[src/rtl/clock_ctrl_pkg.sv]
// Shared constants for the clock set-mode controller: the state encoding,
// the mode output width and the default timing constants.
package clock_ctrl_pkg;

  localparam int MODE_W = 3;

  // Button-driven setting sequence; codes 5-7 are unused.
  typedef enum logic [MODE_W-1:0] {
    RUN     = 3'd0,
    CLK_HR  = 3'd1,
    CLK_MIN = 3'd2,
    ALM_HR  = 3'd3,
    ALM_MIN = 3'd4
  } set_state_e;

  localparam int DEF_DEBOUNCE_CYCLES = 16;
  localparam int DEF_REPEAT_DELAY_S  = 1;
  localparam int DEF_TIMEOUT_S       = 15;

  // Successor of a state on a mode press; anything unexpected goes to RUN.
  function automatic set_state_e next_mode(input set_state_e s);
    case (s)
      RUN:     return CLK_HR;
      CLK_HR:  return CLK_MIN;
      CLK_MIN: return ALM_HR;
      ALM_HR:  return ALM_MIN;
      default: return RUN;
    endcase
  endfunction

endpackage

[src/rtl/button_debounce.sv]
// Push-button conditioner: 2-flop synchronizer, stability counter, debounced
// level and single-cycle rise/fall strobes registered with the level flip.
module button_debounce
  import clock_ctrl_pkg::*;
#(
  parameter int DEBOUNCE_CYCLES = DEF_DEBOUNCE_CYCLES
) (
  input  logic clk,
  input  logic rst_n,
  input  logic btn,
  output logic level,
  output logic rise,
  output logic fall
);

  localparam int CNT_W = (DEBOUNCE_CYCLES < 2) ? 1 : $clog2(DEBOUNCE_CYCLES);
  localparam logic [CNT_W-1:0] CNT_LAST = CNT_W'(DEBOUNCE_CYCLES - 1);

  logic             sync_q1;
  logic             sync_q2;
  logic [CNT_W-1:0] cnt;

  // Bring the asynchronous pad level into the clock domain.
  always_ff @(posedge clk or negedge rst_n) begin
    if (!rst_n) begin
      sync_q1 <= 1'b0;
      sync_q2 <= 1'b0;
    end else begin
      sync_q1 <= btn;
      sync_q2 <= sync_q1;
    end
  end

  // Accept a new level only after it has differed for DEBOUNCE_CYCLES samples.
  always_ff @(posedge clk or negedge rst_n) begin
    if (!rst_n) begin
      cnt   <= '0;
      level <= 1'b0;
      rise  <= 1'b0;
      fall  <= 1'b0;
    end else begin
      rise <= 1'b0;
      fall <= 1'b0;
      if (sync_q2 == level) begin
        cnt <= '0;
      end else if (cnt == CNT_LAST) begin
        cnt   <= '0;
        level <= sync_q2;
        rise  <= sync_q2;
        fall  <= ~sync_q2;
      end else begin
        cnt <= cnt + CNT_W'(1);
      end
    end
  end

endmodule

[src/rtl/set_mode_controller.sv]
// Set-mode controller: steps RUN -> CLK_HR -> CLK_MIN -> ALM_HR -> ALM_MIN
// on debounced mode presses and issues set_pulse strobes from the increment
// button, with hold-to-repeat driven by tick_1hz / tick_fast.
// Optional feature macro: SET_TIMEOUT_EN (idle timeout back to RUN).
// The FSM state is visible directly on the mode output.
module set_mode_controller
  import clock_ctrl_pkg::*;
#(
  parameter int DEBOUNCE_CYCLES = DEF_DEBOUNCE_CYCLES,
  parameter int REPEAT_DELAY_S  = DEF_REPEAT_DELAY_S,
  parameter int TIMEOUT_S       = DEF_TIMEOUT_S
) (
  input  logic              clk,
  input  logic              rst_n,
  input  logic              tick_1hz,
  input  logic              tick_fast,
  input  logic              btn_mode,
  input  logic              btn_inc,
  output logic [MODE_W-1:0] mode,
  output logic              set_alarm,
  output logic              set_hours,
  output logic              set_minutes,
  output logic              set_pulse
);

  localparam int HOLD_W = (REPEAT_DELAY_S < 1) ? 1 : $clog2(REPEAT_DELAY_S + 1);
  localparam logic [HOLD_W-1:0] HOLD_MAX = HOLD_W'(REPEAT_DELAY_S);

  logic mode_level, mode_rise, mode_fall;
  logic inc_level, inc_rise, inc_fall;

  set_state_e        state;
  set_state_e        state_next;
  logic              state_change;
  logic              pulse_next;
  logic              repeat_active;
  logic              timeout_hit;
  logic [HOLD_W-1:0] hold_cnt;
  logic              repeat_block;

  button_debounce #(.DEBOUNCE_CYCLES(DEBOUNCE_CYCLES)) u_mode_db (
    .clk   (clk),
    .rst_n (rst_n),
    .btn   (btn_mode),
    .level (mode_level),
    .rise  (mode_rise),
    .fall  (mode_fall)
  );

  button_debounce #(.DEBOUNCE_CYCLES(DEBOUNCE_CYCLES)) u_inc_db (
    .clk   (clk),
    .rst_n (rst_n),
    .btn   (btn_inc),
    .level (inc_level),
    .rise  (inc_rise),
    .fall  (inc_fall)
  );

  assign mode = state;

  // Next state and next set_pulse; any state change swallows the strobe.
  always_comb begin
    state_next    = state;
    state_change  = 1'b0;
    pulse_next    = 1'b0;
    repeat_active = inc_level && !repeat_block && (hold_cnt == HOLD_MAX);
    case (state)
      RUN, CLK_HR, CLK_MIN, ALM_HR, ALM_MIN: begin
        if (mode_rise) begin
          state_next = next_mode(state);
        end else if (timeout_hit && state != RUN) begin
          state_next = RUN;
        end
      end
      default: state_next = RUN;
    endcase
    state_change = (state_next != state);
    if (!state_change && state != RUN) begin
      pulse_next = inc_rise || (repeat_active && tick_fast);
    end
  end

  // State and all decoded outputs register together.
  always_ff @(posedge clk or negedge rst_n) begin
    if (!rst_n) begin
      state       <= RUN;
      set_pulse   <= 1'b0;
      set_alarm   <= 1'b0;
      set_hours   <= 1'b0;
      set_minutes <= 1'b0;
    end else begin
      state       <= state_next;
      set_pulse   <= pulse_next;
      set_alarm   <= (state_next == ALM_HR)  || (state_next == ALM_MIN);
      set_hours   <= (state_next == CLK_HR)  || (state_next == ALM_HR);
      set_minutes <= (state_next == CLK_MIN) || (state_next == ALM_MIN);
    end
  end

  // Hold timer for auto-repeat; a state change while inc is held blocks
  // repeat until the button is released.
  always_ff @(posedge clk or negedge rst_n) begin
    if (!rst_n) begin
      hold_cnt     <= '0;
      repeat_block <= 1'b0;
    end else if (state_change) begin
      hold_cnt     <= '0;
      repeat_block <= inc_level;
    end else if (!inc_level) begin
      hold_cnt     <= '0;
      repeat_block <= 1'b0;
    end else if (state != RUN && !repeat_block && tick_1hz && hold_cnt != HOLD_MAX) begin
      hold_cnt <= hold_cnt + HOLD_W'(1);
    end
  end

`ifdef SET_TIMEOUT_EN
  localparam int IDLE_W = (TIMEOUT_S < 1) ? 1 : $clog2(TIMEOUT_S + 1);
  localparam logic [IDLE_W-1:0] IDLE_LAST = IDLE_W'(TIMEOUT_S);

  logic [IDLE_W-1:0] idle_cnt;

  assign timeout_hit = (idle_cnt == IDLE_LAST);

  // Idle seconds in a set state; any button activity or auto-repeat is not idle.
  always_ff @(posedge clk or negedge rst_n) begin
    if (!rst_n) begin
      idle_cnt <= '0;
    end else if (state_next == RUN) begin
      idle_cnt <= '0;
    end else if (mode_rise || mode_fall || inc_rise || inc_fall) begin
      idle_cnt <= '0;
    end else if (tick_1hz && !repeat_active && idle_cnt != IDLE_LAST) begin
      idle_cnt <= idle_cnt + IDLE_W'(1);
    end
  end
`else
  // Without the timeout the set states persist; edge strobes are not needed.
  localparam int unused_timeout_s = TIMEOUT_S;
  logic unused_falls;
  assign unused_falls = mode_fall | inc_fall;
  assign timeout_hit  = 1'b0;
`endif

endmodule

[config.mk]
export PLATFORM = sky130hd
export DESIGN_NAME = set_mode_controller
export DESIGN_NICKNAME = d
export VERILOG_FILES = /design/src/rtl/clock_ctrl_pkg.sv /design/src/rtl/button_debounce.sv /design/src/rtl/set_mode_controller.sv
export SDC_FILE = /design/constraint.sdc
export NUM_CORES = 1
export LEC_CHECK = 0
export BUFFER_PORTS_ARGS = -buffer_cell sky130_fd_sc_hd__buf_4
export CAP_MARGIN = 20
export CORE_MARGIN = 2
export CORE_UTILIZATION = 54
export CTS_CLUSTER_SIZE = 25
export DETAILED_ROUTE_END_ITERATION = 12
export PLACE_DENSITY = 0.85
export SYNTH_ARGS = -nofsm -noshare
export SYNTH_HDL_FRONTEND = slang
export SYNTH_SLANG_ARGS = --single-unit
[constraint.sdc]
create_clock -name clk -period 1.5 [get_ports clk]
set_input_delay 0.075 -clock clk [delete_from_list [all_inputs] [get_ports clk]]
set_output_delay 0.075 -clock clk [all_outputs]
set_load 0.03 [all_outputs]
* Word-level counts from Yosys, hierarchy flattened
Index checks and enable logic that the tools add are counted.
Storage, ports and cells: bits in registers 25, output and inout bits 7, logic and storage cells 73
Operators by class: eq/ne operators 15, muxes and demuxes 17, $add $sub $neg 3, bitwise operators 3, reductions and logical operators 18
Operator list (number):
- $mux W4 | 4
- $eq A3 B2 Y1 const B | 4
- $pmux W3 S4 | 1
- $mux W1 | 10
- $add A4 B1 Y4 const B | 2
- $eq A4 B4 Y1 const B | 2
- $logic_and A1 B1 Y1 | 7
- $eq A3 B1 Y1 const B | 2
- $eq A3 B3 Y1 const B | 2
- $mux W3 | 2
- $reduce_or A5 Y1 | 1
- $logic_or A1 B1 Y1 | 4
- $reduce_and A2 Y1 | 2
- $logic_not A3 Y1 | 1
- $ne A3 B3 Y1 | 1
- $ne A3 B3 Y1 const B | 1
- $not A1 Y1 | 3
- $reduce_bool A3 Y1 | 1
- $eq A1 B1 Y1 | 2
- $logic_not A1 Y1 | 2
- $ne A2 B2 Y1 const B | 1
- $add A1 B1 Y1 const B | 1

* Longest topological paths before layout
depth in word-level cells 8, gate-level depth with buffers 4

* By module
From an unflattened synthesis, not the netlist that was laid out.
Unflattened totals: cell total of the unflattened synthesis 84, area total of the unflattened synthesis 1128.6 sq um
Modules (own cells, without submodules):
- button_debounce | seq. area each 225.2 sq um, cells each 24, times used 2, area each 345.3 sq um
- set_mode_controller | seq. area each 225.2 sq um, cells each 36, times used 1, area each 437.9 sq um

* Worst setup path after synthesis
No wires, ideal clock.
kind register -> register, start reg state[0] (netlist: mode[0]), end reg set_alarm, data required time 1435 ps, arrival time 1259 ps, path slack 176 ps, path buffers 0, cell stages (with the launch flop) 4, setup time 65 ps, path through dfrtp_1 or4b_4 o21ai_2 a21o_1
On the way: word-level cells in the longest chain between the ends 6, elaborated cells between the ends (all ways) 12
Ends and longest elaborated chain:
- start, declared | RTL line set_mode_controller.sv:32 | set_state_e state;
- start signal, assigned | RTL line set_mode_controller.sv:92 | state <= state_next;
- $eq A3 B2 Y1 (tied with other cells) | RTL line clock_ctrl_pkg.sv:22, set_mode_controller.sv:67
- $pmux W3 S4 | RTL line clock_ctrl_pkg.sv:22 | case (s)
- $mux W3 | RTL line set_mode_controller.sv:69 | if (mode_rise) begin
- $mux W3 (*) | RTL line set_mode_controller.sv:67 | case (state)
- net state_next[2] | RTL line set_mode_controller.sv:33 | set_state_e state_next;
- $eq A3 B2 Y1 or $eq A3 B3 Y1 (tied branches) | RTL line set_mode_controller.sv:94 | set_alarm <= (state_next == ALM_HR) || (state_next == ALM_MIN);
- $logic_or A1 B1 Y1 (*) | RTL line set_mode_controller.sv:94
- end signal, assigned | RTL line set_mode_controller.sv:94
- end, declared | RTL line set_mode_controller.sv:20 | output logic set_alarm,
The timed path passes the listed nets; every way through them passes the cells marked *. A chain may end at the register's enable or synchronous reset.

* Worst setup path after layout
start reg u_inc_db.cnt[0], end reg u_inc_db.level
On the way: word-level cells in the longest chain between the ends 2
Ends and longest elaborated chain:
- start, declared | RTL line button_debounce.sv:21 | logic [CNT_W-1:0] cnt;
- start signal, assigned | RTL line button_debounce.sv:52 | cnt <= cnt + CNT_W'(1);
- $eq A4 B4 Y1 | RTL line button_debounce.sv:46 | end else if (cnt == CNT_LAST) begin
- $reduce_and A2 Y1 (no line)
- end signal, assigned | RTL line button_debounce.sv:48 | level <= sync_q2;
- end, declared | RTL line button_debounce.sv:11 | output logic level,
No other way between the ends.

==> key figures <==
Outcome
  – Status: complete, no violations

Logic synthesis
  – Synthesized Nets: 86
  – Synthesis Warnings: 0
  – Yosys cell types: 22
  – Synth Area in Compound Gates: 8.77%
  – Combinational family with the most area after synthesis: simple AND/OR/NAND/NOR gates
  – Flop and latch count out of synthesis: 25
  – Cells after Synth: 78
  – Sequential element share of the synthesized area: 64.5%
  – Synth Area in XOR/XNOR: 5.42%
  – Syn avg cell area: 12.4 µm²
  – Proportion of synthesized area in mux cells: 2.32%
  – Simple-gate portion of the synthesized area: 14.5%
  – Syn Std Cell Area: 970 µm²
  – Area share of fa/ha/maj cells after synthesis: 2.58%

STA
  – Max Clock Skew: 0.00544 ns
  – FMAX: 789 MHz
  – Final hold viol count: 0
  – Hold slack: 0.0518 ns
  – Final period utilization: 84.5%
  – Max_slew headroom: 76.4%
  – Worst-Margin Slew: 0.352 ns
  – Slew Limit Fails: 0
  – Final setup vio count: 0
  – Unrepaired setup endpoints after global routing: false
  – Final min period: 1.27 ns
  – Setup_tns: 0 ns

Power
  – Reg power frac: 68.1%
  – Final Power: 1040 µW
  – Combinational power share: 5.7%
  – P_sw: 214 µW
  – Switching share of power: 20.5%
  – Cell area power density: 907 mW/mm²
  – Pint: 826 µW
  – Leak: 0.000534 µW
  – Power share of the clock group: 26.2%
  – Peak supply drop: 551 µV

Critical path
  – Crit-path slowest cell: dfrtp_1
  – Max incr delay on CP: 0.43 ns
  – Critical-path cell list: ha_1 > nand3_1 > mux2_2
  – CP Launch Type: flip-flop
  – CP arrival: 1.46 ns
  – Critical path fanouts, max: 4
  – Setup CP Type: flip-flop to flip-flop
  – Nature of the critical path endpoint: flip-flop
  – Req. time, crit path: 1.69 ns
  – Reg2reg path depth: 3

Placement
  – Gpl congestion: 0.730
  – Inst Count DP: 115
  – Post-DP HPWL: 1030 µm
  – Port Buf Inserts: 12

Route
  – Drt pass-1 iters: 3
  – Final wirelength: 1360 µm
  – DR DRC count: 0
  – Vias: 622
  – Average wire per standard cell: 11.1 µm
  – DR iter-0 viols: 8
  – Via/cell ratio: 5.10
  – Antenna-violating nets left: 0

CTS
  – Clk sinks: 25
  – CTS tree: yes
  – Clock Latency Late Sink: 0.29 ns
  – Clock transition at path regs: 0.11 ns
  – Clock tree buffer depth: 2
  – CTS resizes: 0
  – Inserted Clock Buffers: 3
  – CTS H-tree lvls: 1
  – CTS root buf: clkbuf_4

Floorplanning
  – Initial Util: 56.8%
  – DIE WIDTH: 46.4 µm
  – Die height: 46.4 µm
  – FP Rows: 15
  – # IOs: 13
  – Core box area: 0.00171 mm²
  – DIE AREA: 0.00215 mm²

Final layout
  – Nets: 106
  – Antenna fix cells: 0
  – # fillers: 137
  – Most frequent cells in the layout: dfrtp_1 (25), buf_4 (12), nor2_1 (8)
  – Post-layout util: 67.2%
  – Final Non-Filler Cells: 122
  – Commonest non-fill, non-tap cell in the layout: dfrtp_1
  – Share of cells above drive strength 1: 19.6%
  – Synthesis-to-layout area growth: 18.3%

GRT
  – Largest net degree at the start of global routing: 26
  – GR Overflow Total: 0
  – First-pass GRT wire length: 2300 µm
  – Initial antenna violation count: 0
  – Vias in the first global route: 584
  – Total track usage: 15.5%

Run
  – Maxcap violations: 0

Worst hold path
  – Hold crit path type: primary input to flip-flop
  – Hold depth: 3
## cells in the mapped netlist, drive strengths merged
cell    instances  share of area (%)
dfrtp          25                 65
nor2            8                3.1
inv             5                1.9
o21ai           5                3.0
xnor2           5                4.5
a21oi           4                2.1
nand3           4                2.1
nor3b           4                3.1
a31oi           2                1.3
ha              2                2.6
mux2            2                2.3
nand4b          2                1.8
nor2b           2                1.3
a21boi          1               0.77
a21o            1               0.77
a41oi           1               0.90
nand2           1               0.39
nand2b          1               0.65
or3             1               0.65
or4b            1                1.4
xor2            1               0.90
## layout make-up
type                       count  area (µm²)  area share (%)
inverter                       5        18.8            1.64
tap                           25        31.3            2.73
sequential                    25         626            54.5
timing repair buffer          15         120            10.5
multi-input combinational     48         325            28.4
clock buffer                   4        26.3            2.29
## per-stage QoR
| stage | instance area, µm² | setup WS [ns] |
|---|---|---|
| after floorplan | 970 | 0.176 |
| after global placement | 1090 | 0.279 |
| after detailed placement | 1090 | 0.235 |
| after CTS | 1150 | 0.216 |
| after global routing | 1150 | 0.155 |
| final | 1150 | 0.232 |
## power groups by stage
| stage | sequential (µW) | combinational, µW | clock (µW) |
|---|---|---|---|
| after CTS | 708 | 61.6 | 287 |
| final | 708 | 59.6 | 272 |
| after global routing | 712 | 70.6 | 320 |
| after global placement | 719 | 52.7 | 0 |
| after detailed placement | 721 | 54.9 | 0 |
| after floorplan | 718 | 26.9 | 0 |
## cell families (layout without fill, tap and decap cells)
logic type               Yosys count  after routing
flip-flops                        25             25
AND/OR/NAND/NOR                   24             24
AO/OA/AOI/OAI                     14             14
XOR/XNOR                           6              6
buffers and inverters              5             24
adder cells (fa/ha/maj)            2              2
multiplexers                       2              2
## critical path: cells and delay by family (launching register included)
family / cells / cell delay, ns
muxes: 1 / 0.35
DFF: 1 / 0.43
adders and majority gates: 1 / 0.25
and+or+nand+nor: 1 / 0.14
## worst paths after layout
path,slack [ns],start,endpoint
max,0.23,u_inc_db.cnt[0]$_DFF_PN0_,u_inc_db.level$_DFFE_PN0P_
min,0.05,tick_1hz,hold_cnt$_DFFE_PN0P_
max reg2reg,0.23,u_inc_db.cnt[0]$_DFF_PN0_,u_inc_db.level$_DFFE_PN0P_
min reg2reg,0.36,u_mode_db.sync_q1$_DFF_PN0_,u_mode_db.sync_q2$_DFF_PN0_
max in group asynchronous,1.06,rst_n,u_inc_db.level$_DFFE_PN0P_
min in group asynchronous,0.20,rst_n,set_hours$_DFF_PN0_
## metal layers
| layer | global-route usage [%] | wire length, µm |
|---|---|---|
| met3 | 2.35 | 63 |
| met4 | 8.00 | 10 |
| met5 | 0 | 0 |
| met1 | 18.2 | 574 |
| met2 | 26.9 | 710 |
## what timing repair did
| item | in CTS | in global routing |
|---|---|---|
| setup buffers | 0 | 0 |
| endpoints found under the setup margin | 0 | 0 |
| hold buffers | 3 | 0 |
| endpoints found under the hold margin | 27 | 0 |
No activity file was read; power rests on OpenSTA's default activity.
